**config.mk**
```make
export PLATFORM = sky130hd
export DESIGN_NAME = admo_id_ex_stage
export DESIGN_NICKNAME = d
export VERILOG_FILES = /design/src/rtl/admo_id_ex_stage.sv
export SDC_FILE = /design/constraint.sdc
export NUM_CORES = 1
export LEC_CHECK = 0
export ABC_AREA = 1
export ABC_CLOCK_PERIOD_IN_PS = 2800
export BUFFER_PORTS_ARGS = -buffer_cell sky130_fd_sc_hd__clkbuf_2
export CAP_MARGIN = 20
export CORE_ASPECT_RATIO = 0.9
export CORE_MARGIN = 1.5
export CORE_UTILIZATION = 25
export DETAILED_ROUTE_END_ITERATION = 12
export PLACE_DENSITY = 0.49
export SLEW_MARGIN = 20
export SYNTH_ARGS = -nofsm -noshare
export SYNTH_HDL_FRONTEND = slang
export SYNTH_SLANG_ARGS = --single-unit
```
**constraint.sdc**
```tcl
create_clock -name clk_i -period 2.8 [get_ports clk_i]
set_clock_uncertainty 0.1 [all_clocks]
set_input_delay 0.7 -clock clk_i [delete_from_list [all_inputs] [get_ports clk_i]]
set_output_delay 0.7 -clock clk_i [all_outputs]
set_load 0.1 [all_outputs]
```
**src/rtl/admo_id_ex_stage.sv**
```systemverilog
// rtl/admo_id_ex_stage.sv - ID/EX register with forwarding, load-use interlock and stall counter
// Define ADMO_ID_EX_FWD_EN for EX/WB operand forwarding; otherwise RAW hazards stall until clear.
module admo_id_ex_stage #(
    parameter int DATA_WIDTH = 32,
    parameter int REG_ADDR_W = 5
) (
    input  logic                  clk_i,
    input  logic                  rst_ni,
    input  logic                  flush_i,
    input  logic                  id_valid_i,
    output logic                  id_ready_o,
    input  logic [DATA_WIDTH-1:0] id_pc_i,
    input  logic [REG_ADDR_W-1:0] id_rs1_addr_i,
    input  logic [REG_ADDR_W-1:0] id_rs2_addr_i,
    input  logic [DATA_WIDTH-1:0] id_rs1_data_i,
    input  logic [DATA_WIDTH-1:0] id_rs2_data_i,
    input  logic [DATA_WIDTH-1:0] id_imm_i,
    input  logic                  id_use_pc_i,
    input  logic                  id_use_imm_i,
    input  logic [3:0]            id_alu_op_i,
    input  logic [REG_ADDR_W-1:0] id_rd_addr_i,
    input  logic                  id_rd_we_i,
    input  logic                  id_is_load_i,
    input  logic [DATA_WIDTH-1:0] ex_fwd_data_i,
    input  logic                  wb_we_i,
    input  logic [REG_ADDR_W-1:0] wb_rd_addr_i,
    input  logic [DATA_WIDTH-1:0] wb_data_i,
    output logic                  ex_valid_o,
    input  logic                  ex_ready_i,
    output logic [DATA_WIDTH-1:0] ex_operand_a_o,
    output logic [DATA_WIDTH-1:0] ex_operand_b_o,
    output logic [3:0]            ex_alu_op_o,
    output logic [DATA_WIDTH-1:0] ex_store_data_o,
    output logic [REG_ADDR_W-1:0] ex_rd_addr_o,
    output logic                  ex_rd_we_o,
    output logic                  ex_is_load_o,
    output logic [31:0]           stall_cnt_o
);

    logic                  held_match_rs1;
    logic                  held_match_rs2;
    logic                  wb_match_rs1;
    logic                  wb_match_rs2;
    logic                  hazard;
    logic                  accept;
    logic [DATA_WIDTH-1:0] fwd_rs1;
    logic [DATA_WIDTH-1:0] fwd_rs2;

    // A nonzero rd is required, so index 0 can never match a source.
    assign held_match_rs1 = ex_valid_o && ex_rd_we_o && (ex_rd_addr_o != '0)
                            && (ex_rd_addr_o == id_rs1_addr_i);
    assign held_match_rs2 = ex_valid_o && ex_rd_we_o && (ex_rd_addr_o != '0)
                            && (ex_rd_addr_o == id_rs2_addr_i);
    assign wb_match_rs1   = wb_we_i && (wb_rd_addr_i != '0) && (wb_rd_addr_i == id_rs1_addr_i);
    assign wb_match_rs2   = wb_we_i && (wb_rd_addr_i != '0) && (wb_rd_addr_i == id_rs2_addr_i);

`ifdef ADMO_ID_EX_FWD_EN
    // Load results only exist at WB, so a load in EX must interlock instead of forwarding.
    assign hazard = ex_is_load_o && (held_match_rs1 || held_match_rs2);

    always_comb begin
        fwd_rs1 = id_rs1_data_i;
        if (held_match_rs1 && !ex_is_load_o) begin
            fwd_rs1 = ex_fwd_data_i;
        end else if (wb_match_rs1) begin
            fwd_rs1 = wb_data_i;
        end
    end

    always_comb begin
        fwd_rs2 = id_rs2_data_i;
        if (held_match_rs2 && !ex_is_load_o) begin
            fwd_rs2 = ex_fwd_data_i;
        end else if (wb_match_rs2) begin
            fwd_rs2 = wb_data_i;
        end
    end
`else
    // Without bypass paths, any in-flight writer of a source must retire to the register file first.
    logic unused_bypass_data;

    assign unused_bypass_data = ^{ex_fwd_data_i, wb_data_i};
    assign hazard  = held_match_rs1 || held_match_rs2 || wb_match_rs1 || wb_match_rs2;
    assign fwd_rs1 = id_rs1_data_i;
    assign fwd_rs2 = id_rs2_data_i;
`endif

    assign id_ready_o = (!ex_valid_o || ex_ready_i) && !hazard && !flush_i;
    assign accept     = id_valid_i && id_ready_o;

    always_ff @(posedge clk_i or negedge rst_ni) begin
        if (!rst_ni) begin
            ex_valid_o      <= 1'b0;
            ex_operand_a_o  <= '0;
            ex_operand_b_o  <= '0;
            ex_alu_op_o     <= '0;
            ex_store_data_o <= '0;
            ex_rd_addr_o    <= '0;
            ex_rd_we_o      <= 1'b0;
            ex_is_load_o    <= 1'b0;
        end else if (flush_i) begin
            ex_valid_o <= 1'b0;
        end else if (accept) begin
            ex_valid_o      <= 1'b1;
            ex_operand_a_o  <= id_use_pc_i ? id_pc_i : fwd_rs1;
            ex_operand_b_o  <= id_use_imm_i ? id_imm_i : fwd_rs2;
            ex_alu_op_o     <= id_alu_op_i;
            ex_store_data_o <= fwd_rs2;
            ex_rd_addr_o    <= id_rd_addr_i;
            ex_rd_we_o      <= id_rd_we_i;
            ex_is_load_o    <= id_is_load_i;
        end else if (ex_ready_i) begin
            ex_valid_o <= 1'b0;
        end
    end

    always_ff @(posedge clk_i or negedge rst_ni) begin
        if (!rst_ni) begin
            stall_cnt_o <= '0;
        end else if (id_valid_i && hazard && !flush_i && (stall_cnt_o != '1)) begin
            stall_cnt_o <= stall_cnt_o + 32'd1;
        end
    end

endmodule

```
==> impl_metrics.py <==
metrics = {
    "routing": {
        "drt_pass1_iterations": 4,
        "drcViolationCount": 0,
        "via_per_inst": 4.445,
        "postRouteAntennaNets": 0,
        "vias": 7445,
        "wl_per_cell_um": 15.27,
        "drt_iter0_drc": 364,
        "routed_wl_um": 25580,
    },
    "logic_synthesis": {
        "synth_ff_type": "dfrtp_1",
        "synth_seq_cells": 140,
        "ys_warn_count": 0,
        "synth_cell_types": 28,
        "async_reset_ff_share_pct": 100.0,
        "syn_inst": 973,
        "synth_edf_count": 0,
        "synth-seq-area-share_pct": 45.71,
        "avgSynthCellArea_um2": 7.878,
        "syn_area_um2": 7665,
        "syn_nets": 1200,
    },
    "power": {
        "power_leakage_uw": 0.005589,
        "p_total_uw": 8312,
        "p_per_area_nw_per_um2": 802.3,
        "peakVddDrop_mv": 0.4249,
    },
    "floorplan": {
        "start_util_pct": 25.52,
        "die_area_um2": 31720,
        "dieHeight_um": 169.1,
        "die_width_um": 187.6,
        "core_um2": 30030,
        "rows": 60,
        "ios": 367,
    },
    "hold_path": {
        "hold_path.class": "input pin to asynchronous set/reset pin",
    },
    "clock_network": {
        "cts_tree": "yes",
        "cts_buffers": 17,
        "cts_sinks": 140,
        "max-clock-path-buffers": 2,
        "cts_root_buf": "clkbuf_16",
        "clock_latency_ns": 0.42,
        "htree_levels": 4,
        "clk_pin_slew_ns": 0.07,
    },
    "sta": {
        "max_freq_mhz": 377.9,
        "hold_viol": 0,
        "fin_crit_ns": 2.646,
        "slew_viol_final": 0,
        "grt_setup_unrepaired": "no",
        "tightest_slew_ns": 0.6095,
        "slew_headroom_pct": 59.54,
        "setup_violations": 0,
        "timing.final.crit_share_pct": 94.50,
    },
    "critical_path": {
        "worstPathMaxFanout": 5,
        "start_kind": "flop",
        "critPathCaptureType": "primary output",
        "arrival_ns": 1.85,
        "critPathRequiredTime_ns": 2.00,
        "crit_type": "flop to primary output",
    },
    "finish": {
        "antenna_cells": 0,
        "drive_gt1_share_pct": 34.83,
        "synthToLayoutAreaGrowth_pct": 35.16,
        "fill_cells": 3221,
        "finalInstanceArea_um2": 10360,
        "nets": 1486,
    },
    "grt": {
        "grt_pass1_vias": 7489,
        "antenna_found_initial": 0,
        "gr-total-overflow": 0,
        "grt_first_pass_wirelength_um": 41590,
        "track_usage_pct": 16.59,
        "grt_max_degree": 73,
    },
    "placement": {
        "placed_area_um2": 9723,
        "portBuffers": 302,
        "place_hpwl_um": 18580,
        "gp_congestion": 0.8601,
    },
    "run": {
        "maxCapViolCount": 0,
    },
    "status": {
        "status": "completed",
    },
}
[layout by cell type, fill, tap and decap left out]
cell        Yosys  routed
o21ai_0         1       1
nand3_1       122     121
nor3_4          0       2
inv_6           0       1
nand2_2         2       2
inv_12          0       1
inv_1          31      30
dfrtp_4         0       5
mux2_2         64      64
nor3_1          4       2
nor2_8          1       1
clkinvlp_4      0       1
buf_4           5      11
nor3b_1         1       1
nand4_1        33      33
inv_2           2       3
xor2_1         12      12
nand3b_1        8       8
nand4_4         0       1
o21ai_1         1       1
nand3_4         2       2
ha_1            1       1
xnor2_1         9       9
nand2_4         2       3
clkbuf_16       0      17
nor2_1         58      57
clkinv_4        0       2
inv_8           0       5
buf_6           4       1
buf_12          0       9
nor2_4          2       3
nor2_2          2       2
dfrtp_1       140     135
clkbuf_2        0     300
nand3_2         1       2
nand2_1       419     418
clkinv_8        0       5
[per-stage QoR]
stage | setup TNS (ns) | hold WS, ns | util (%) | instances | setup slack, ns
final | 0 | 0.1061 | 34.50 | 1675 | 0.1541
after floorplan | -0.1711 | 0.3044 | - | 973 | -0.1711
after global placement | 0 | 0.3618 | 32.38 | 1642 | 0.2016
after global routing | 0 | 0.1209 | 34.50 | 1675 | 0.007682
after detailed placement | 0 | 0.3646 | 32.38 | 1642 | 0.1878
after CTS | 0 | 0.1147 | 34.42 | 1674 | 0.02700
[worst max-delay path: stages (launching register included)]
cell and delay (ns):
dfrtp_4 0.50, inv_1 0.10, nand2_1 0.05, nand2_1 0.06, nor2_1 0.05, nand3_1 0.07
nand2_1 0.08, nand2_4 0.10, nand2_4 0.06, nor3_4 0.14, buf_12 0.20
[layer usage]
layer,share of wire [%],up-vias,global-route usage (%)
met3,6.3,11,4.624
met4,0.86,0,3.791
met1,45,3526,21.55
met5,0,-,0
li1,-,3722,-
met2,48,186,27.38
[cells in the mapped netlist (4+ instances only)]
| library cell | instances | area (µm²) |
|---|---|---|
| nand3_1 | 122 | 610.6 |
| buf_4 | 5 | 37.54 |
| xnor2_1 | 9 | 78.83 |
| nand2_1 | 419 | 1573 |
| buf_2 | 13 | 65.06 |
| nand4_1 | 33 | 206.5 |
| buf_6 | 4 | 45.04 |
| clkbuf_1 | 32 | 120.1 |
| mux2_2 | 64 | 720.7 |
| nand3b_1 | 8 | 60.06 |
| nor2_1 | 58 | 217.7 |
| dfrtp_1 | 140 | 3503 |
| xor2_1 | 12 | 105.1 |
| nor3_1 | 4 | 20.02 |
| inv_1 | 31 | 116.4 |
[registers in the layout (all words and copies together), names as in the netlist]
name             flops
ex_rd_we_o           1
ex_alu_op_o          4
ex_store_data_o     32
ex_valid_o           1
ex_operand_a_o      32
ex_is_load_o         1
stall_cnt_o         32
ex_rd_addr_o         5
ex_operand_b_o      32
[final timing paths]
| check | startpoint | end | slack, ns | depth (start not counted) |
|---|---|---|---|---|
| setup / recovery | ex_rd_addr_o[1] | id_ready_o | 0.15 | 10 |
| hold / removal | rst_ni | ex_operand_a_o[13] | 0.11 | 1 |
| setup reg to reg | stall_cnt_o[0] | stall_cnt_o[4] | 0.44 | 12 |
| hold reg to reg | ex_store_data_o[5] | ex_store_data_o[5] | 0.38 | 2 |
| max in group asynchronous | rst_ni | ex_operand_a_o[8] | 1.80 | 2 |
| min in group clk_i | ex_store_data_o[5] | ex_store_data_o[5] | 0.38 | 2 |
[repair_timing]
item | 4_1_cts | 5_1_grt
hold buffers | 0 | 0
endpoints found under the setup margin | 0 | 1
buffers inserted | 0 | 1
gates resized for setup | 0 | 4
[final cells by class]
| type | count | area, µm² | share of cell area, % |
|---|---|---|---|
| multi-input cells | 746 | 3821 | 36.88 |
| flip-flops and latches | 140 | 3522 | 34.00 |
| repair buffers | 321 | 1775 | 17.14 |
| well taps | 403 | 504.2 | 4.867 |
| clock buffers | 17 | 425.4 | 4.106 |
| clock inverters | 15 | 187.7 | 1.812 |
| inverters | 33 | 123.9 | 1.196 |
[kinds of logic after synthesis]
group / Yosys count / share of synthesized area (%)
adder cells (fa/ha/maj): 1 / 0.1632
AND/OR/NAND/NOR: 658 / 37.09
flip-flops: 140 / 45.71
AO/OA/AOI/OAI: 2 / 0.1305
buffers and inverters: 87 / 5.109
multiplexers: 64 / 9.403
XOR/XNOR: 21 / 2.400
[power breakdown]
group          switching [µW]  internal, µW  total, µW  leakage [µW]
clock                    1120          1220       2340      0.000294
sequential                206          2330       2530       0.00178
combinational            2880           563       3440       0.00352
total                    4200          4110       8310       0.00559
No activity file was read; power rests on OpenSTA's default activity.
